### src/rtl/udma_tx_ch_arbiter.sv
// Round-robin arbiter sharing one L2 read port among the uDMA TX channels.
// Tracks outstanding reads in order and steers aligned read data back
// to the channel that issued each request.
module udma_tx_ch_arbiter #(
  parameter int N_CH      = 4,
  parameter int AW        = 32,
  parameter int DW        = 32,
  parameter int MAX_OUTST = 4
) (
  input  logic                 clk_i,
  input  logic                 rstn_i,
  input  logic [N_CH-1:0]      ch_req_i,
  input  logic [N_CH*AW-1:0]   ch_addr_i,
  input  logic [N_CH*2-1:0]    ch_datasize_i,
  output logic [N_CH-1:0]      ch_gnt_o,
  output logic [N_CH-1:0]      ch_valid_o,
  output logic [DW-1:0]        ch_data_o,
  input  logic [N_CH-1:0]      ch_ready_i,
  output logic                 mem_req_o,
  output logic [AW-1:0]        mem_addr_o,
  input  logic                 mem_gnt_i,
  input  logic                 mem_rvalid_i,
  input  logic [DW-1:0]        mem_rdata_i
);

  localparam int IW = (N_CH > 1) ? $clog2(N_CH) : 1;
  localparam int PW = (MAX_OUTST > 1) ? $clog2(MAX_OUTST) : 1;
  localparam int CW = $clog2(MAX_OUTST) + 1;

  typedef struct packed {
    logic [IW-1:0] id;
    logic [1:0]    off;
    logic [1:0]    size;
  } trk_t;

  logic [N_CH-1:0][AW-1:0] ch_addr;
  logic [N_CH-1:0][1:0]    ch_size;

  logic [IW-1:0] rr_ptr, lock_sel, rr_sel, sel, rr_idx;
  logic          lock, rr_found;
  logic [CW-1:0] credit, dcnt;
  logic          has_credit, grant, pop, dvalid;
  logic [AW-1:0] sel_addr;

  trk_t          tmem [MAX_OUTST];
  logic [DW-1:0] dmem [MAX_OUTST];
  logic [PW-1:0] t_wr, t_rd, d_wr, d_rd;
  trk_t          head;
  logic [DW-1:0] raw, shifted, aligned;

  assign ch_addr = ch_addr_i;
  assign ch_size = ch_datasize_i;

  // Round-robin pick: first requester at or after rr_ptr, wrapping.
  always_comb begin
    rr_sel   = '0;
    rr_found = 1'b0;
    rr_idx   = '0;
    for (int i = 0; i < N_CH; i++) begin
      rr_idx = IW'((int'(rr_ptr) + i) % N_CH);
      if (!rr_found && ch_req_i[rr_idx]) begin
        rr_found = 1'b1;
        rr_sel   = rr_idx;
      end
    end
  end

  // A pending, ungranted request keeps its channel until L2 accepts it.
  assign sel        = lock ? lock_sel : rr_sel;
  assign has_credit = credit < CW'(MAX_OUTST);
  assign mem_req_o  = (|ch_req_i) & has_credit;
  assign grant      = mem_req_o & mem_gnt_i;
  assign sel_addr   = ch_addr[sel];
  assign mem_addr_o = mem_req_o ? (sel_addr & ~AW'(3)) : '0;
  assign ch_gnt_o   = grant ? (N_CH'(1) << sel) : '0;

  // Priority pointer and request lock.
  always_ff @(posedge clk_i or negedge rstn_i) begin
    if (!rstn_i) begin
      rr_ptr   <= '0;
      lock     <= 1'b0;
      lock_sel <= '0;
    end else if (grant) begin
      rr_ptr <= (sel == IW'(N_CH - 1)) ? '0 : sel + IW'(1);
      lock   <= 1'b0;
    end else if (mem_req_o) begin
      lock     <= 1'b1;
      lock_sel <= sel;
    end
  end

  // Tracking and data FIFO storage (contents need no reset).
  always_ff @(posedge clk_i) begin
    if (grant)        tmem[t_wr] <= '{id: sel, off: sel_addr[1:0], size: ch_size[sel]};
    if (mem_rvalid_i) dmem[d_wr] <= mem_rdata_i;
  end

  // FIFO pointers, data count and outstanding-read credit.
  always_ff @(posedge clk_i or negedge rstn_i) begin
    if (!rstn_i) begin
      t_wr   <= '0;
      t_rd   <= '0;
      d_wr   <= '0;
      d_rd   <= '0;
      dcnt   <= '0;
      credit <= '0;
    end else begin
      if (grant)        t_wr <= t_wr + PW'(1);
      if (mem_rvalid_i) d_wr <= d_wr + PW'(1);
      if (pop) begin
        t_rd <= t_rd + PW'(1);
        d_rd <= d_rd + PW'(1);
      end
      case ({mem_rvalid_i, pop})
        2'b10:   dcnt <= dcnt + CW'(1);
        2'b01:   dcnt <= dcnt - CW'(1);
        default: dcnt <= dcnt;
      endcase
      case ({grant, pop})
        2'b10:   credit <= credit + CW'(1);
        2'b01:   credit <= credit - CW'(1);
        default: credit <= credit;
      endcase
    end
  end

  // Delivery: head response goes to its originating channel, strictly in order.
  assign head       = tmem[t_rd];
  assign dvalid     = (dcnt != '0);
  assign pop        = dvalid & ch_ready_i[head.id];
  assign ch_valid_o = dvalid ? (N_CH'(1) << head.id) : '0;

  // Align read data to the requested byte lane and size.
  always_comb begin
    raw     = dmem[d_rd];
    shifted = raw >> {head.off, 3'b000};
    case (head.size)
      2'b00:   aligned = DW'(shifted[7:0]);
      2'b01:   aligned = DW'(shifted[15:0]);
      default: aligned = raw;
    endcase
  end

  assign ch_data_o = dvalid ? aligned : '0;

  // L2 must not return data that was never requested.
  a_rvalid_tracked: assert property (@(posedge clk_i) disable iff (!rstn_i)
    mem_rvalid_i |-> (dcnt < credit));

  // TX channels hold their request until granted.
  a_req_held: assert property (@(posedge clk_i) disable iff (!rstn_i)
    lock |-> ch_req_i[lock_sel]);

endmodule

### config.mk
export PLATFORM = sky130hd
export DESIGN_NAME = udma_tx_ch_arbiter
export DESIGN_NICKNAME = d
export VERILOG_FILES = /design/src/rtl/udma_tx_ch_arbiter.sv
export SDC_FILE = /design/constraint.sdc
export NUM_CORES = 1
export LEC_CHECK = 0
export ABC_AREA = 1
export BUFFER_PORTS_ARGS = -buffer_cell sky130_fd_sc_hd__buf_2
export CAP_MARGIN = 20
export CORE_ASPECT_RATIO = 0.7
export CORE_MARGIN = 2
export CORE_UTILIZATION = 35
export DETAILED_ROUTE_END_ITERATION = 6
export PLACE_DENSITY = 0.64
export REMOVE_ABC_BUFFERS = 1
export SYNTH_ARGS = -nofsm -noshare
export SYNTH_HDL_FRONTEND = slang
export SYNTH_SLANG_ARGS = --single-unit
export TNS_END_PERCENT = 10
### constraint.sdc
create_clock -name clk_i -period 3.31 [get_ports clk_i]
set_input_delay 0.1655 -clock clk_i [delete_from_list [all_inputs] [get_ports clk_i]]
set_output_delay 0.1655 -clock clk_i [all_outputs]
set_load 0.01 [all_outputs]
==> summary.txt <==
Run
  – Total of max-cap violations: 0

Clock network
  – Clk pin slew, worst setup/hold paths: 0.07 ns
  – Clock buffer depth: 2
  – Setup Fix Bufs, Post-CTS: 0
  – Root Buffer Master: sky130_fd_sc_hd__clkbuf_16
  – CTS buffer count: 17
  – CTS sink cnt: 171
  – # H-tree levels: 4
  – CTS tree: yes
  – Clk_lat worst skew: 0.43 ns

STA
  – Aggregate negative setup slack: 0 ns
  – Number of max-slew violations in the final report: 0
  – Final Hold Viols: 0
  – Slew of the pin with the lowest slew margin: 0.884 ns
  – Fmax: 331 MHz
  – Share of the clock period used by the worst path: 0.911
  – Final Setup Violations: 0
  – Min cycle time layout: 3.02 ns
  – Worst-case headroom to the max-slew limit: 0.410
  – Maximum clock skew at final layout: 0.0116 ns

Route
  – DR DRC count: 0
  – Post-Route WL: 25600 µm
  – Starting DRT DRC Count: 661
  – Routed vias: 8329
  – Number of antenna-violating nets in the routed design: 0
  – Mean routed wirelength per cell: 15.3 µm
  – Number of iterations in the first detailed-routing pass: 5
  – Via/cell ratio: 4.97

Yosys
  – Top cell type's share of synthesized area: 0.493
  – Sequential element share of the synthesized area: 0.545
  – Library cells used by synthesis: 41
  – #FFs+latches synth: 171
  – Cell type with the highest aggregate area in the netlist: sky130_fd_sc_hd__edfxtp_1
  – Cell types occupying the most area after synthesis: sky130_fd_sc_hd__edfxtp_1 49%, sky130_fd_sc_hd__nand2_1 16%, sky130_fd_sc_hd__nand3_1 6.3%
  – Netlist area before placement: 9260 µm²
  – Mean Syn Cell Area: 8.78 µm²
  – Synthesized instance count: 1054
  – Synth warnings: 0

Floorplanning
  – Die footprint: 27800 µm²
  – # IOs: 253
  – # rows: 49
  – Starting utilization of the core area: 0.359
  – Width of the die: 198 µm
  – Area of the core: 25800 µm²
  – Vertical die dimension: 140 µm

Finish
  – Final std cell area, no fill: 11700 µm²
  – Fin cells: 1676
  – Area Growth Syn to Fin: 26.2%
  – Layout cell share with drive strength beyond 1: 0.249
  – Net count, final: 1497
  – Fill count: 2469

Run status
  – Result of the run: finished clean

Min path
  – Hold Startpoint: mem_rvalid_i
  – Class of the tightest hold or removal check: primary input to register
  – End point of the worst hold path: d_wr[0]$_DFFE_PN0P_
  – Cell depth of the worst hold path: 2

GRT
  – First-pass GRT wire length: 41100 µm
  – Remaining global-route overflow: 0
  – Gr usage total: 0.187
  – Pin count of the biggest net entering global routing: 61
  – Number of global-route vias before repair: 8019
  – Number of antenna violations at the first check in global routing: 1

Power and ir drop
  – Final Total Pwr: 12.6 mW
  – PD cells: 1080 nW/µm²
  – Leakage: 5.21 nW
  – Maximum resistive drop on vdd: 0.533 mV

Critical path
  – Startpoint kind of the worst setup timing path: register
  – Path depth of the worst reg2reg path: 15
  – Critical path data required time: 3.14 ns
  – Largest fanout on the critical path: 60
  – CP arrival: 2.85 ns
  – Startpoint of the lowest-slack register-to-register path: t_rd[0]$_DFFE_PN0P_
  – Critical path origin: rr_ptr[0]$_DFFE_PN0P_
  – Capturing point of the worst reg2reg path: credit[2]$_DFFE_PN0P_
  – Kind of critical path: register to output port
  – Sort of element at the end of the critical path: output port
  – Setup slack of the most critical reg-to-reg path: 0.39 ns

Place
  – Final weighted congestion of routability-driven global placement: 0.847
  – Buffers added on ports: 250
  – Post-DP Area: 10700 µm²
  – Detail Placement HPWL: 17800 µm
  – Count of placed standard cells including taps: 1610
## final cells by class
| cell class | instances | area, µm² | share of cell area |
|---|---|---|---|
| sequential | 171 | 5040 | 0.432 |
| antenna | 2 | 5.00 | 0.000428 |
| clock inverter | 14 | 151 | 0.0130 |
| clock buffer | 17 | 425 | 0.0364 |
| inverter | 57 | 225 | 0.0193 |
| tap | 357 | 447 | 0.0382 |
| timing repair buffer | 300 | 1740 | 0.149 |
| multi-input combinational | 758 | 3650 | 0.312 |
## worst max-delay path: stages (launching register included)
cell and delay, ns:
sky130_fd_sc_hd__dfrtp_1 0.52, sky130_fd_sc_hd__inv_4 0.13, sky130_fd_sc_hd__nand2_1 0.10, sky130_fd_sc_hd__nand2_1 0.09
sky130_fd_sc_hd__nand2_1 0.09, sky130_fd_sc_hd__nand2_2 0.08, sky130_fd_sc_hd__nor2_4 0.12, sky130_fd_sc_hd__nand4_1 0.11
sky130_fd_sc_hd__nand3_2 0.15, sky130_fd_sc_hd__buf_6 0.36, sky130_fd_sc_hd__nand3_1 0.12, sky130_fd_sc_hd__nand2_1 0.15
sky130_fd_sc_hd__nand2_1 0.06, sky130_fd_sc_hd__a21oi_1 0.14, sky130_fd_sc_hd__buf_2 0.15
## per-layer routing
metal  part of all wire  track usage  vias up
li1                   -            -     4088
met1               0.46        0.259     3914
met2               0.46        0.299      291
met3              0.064       0.0354       36
met4              0.014       0.0518        0
met5                  0            0        -
## report_power, final
group	leakage, nW	internal, mW	switching, mW
Sequential	1.62	2.98	0.265
Clock	0.279	1.00	0.909
Combinational	3.31	2.52	4.95
## synth_stat cells (all sizes together)
master  number
mux2         1
o21a         1
and2         2
ha          10
buf         37
a41oi        1
fa           2
dfrtp       19
o211ai       1
nand3b       1
a21oi       80
inv         57
nand4        2
nand2      397
edfxtp     152
nand3      118
a32o        32
o22ai        2
conb         1
nor3         6
clkbuf      32
or2          3
a31oi        1
nor2        44
o21ai       42
xor2         6
xnor2        4
## cells by family after synthesis
family / after synthesis / synth area share
compound gates: 160 / 0.107
xor+xnor: 10 / 0.00946
fa+ha+maj: 12 / 0.0178
buf+inv: 126 / 0.0627
flops: 171 / 0.545
mux: 1 / 0.00122
other cells: 1 / 0.000405
simple gates: 573 / 0.256
## layout by cell type, fill, tap and decap left out, drive strengths merged, types with 32 or more instances in the layout
cell / n
a21oi: 80
a32o: 32
buf: 267
dlygate4sd3: 33
edfxtp: 152
inv: 63
nand2: 397
nand3: 118
nor2: 44
o21ai: 42
## flip-flops by register name (all words and copies together), names as in the netlist
name,count
lock_sel,2
t_wr,2
dmem,128
d_rd,2
t_rd,2
tmem,24
credit,3
dcnt,3
rr_ptr,2
d_wr,2
lock,1
## stage by stage
step            util  hold slack (ns)  worst slack, ns
6_report       0.453           0.0342            0.293
5_1_grt        0.452           0.0561         -0.00270
4_1_cts        0.452           0.0166            0.141
3_5_place_dp   0.416            0.138            0.265
3_3_place_gp   0.416            0.135            0.364
2_1_floorplan      -           -0.130           0.0918
## worst max path at each step
stage | to | slack, ns | cells after the start
2_1_floorplan | ch_data_o[10] | 0.09 | 8
3_3_place_gp | ch_data_o[12] | 0.36 | 10
3_5_place_dp | ch_data_o[12] | 0.27 | 10
4_1_cts | ch_data_o[12] | 0.14 | 10
5_1_grt | mem_addr_o[30] | -0.003 | 16
6_report | mem_addr_o[20] | 0.29 | 14
## repair_timing
| item | 4_1_cts | 5_1_grt |
|---|---|---|
| hold endpoints to repair | 147 | 0 |
| gates resized for setup | 2 | 5 |
| pin swaps | 0 | 0 |
| setup endpoints to repair | 15 | 35 |
| hold buffers | 33 | 0 |
No activity file was read; power rests on OpenSTA's default activity.
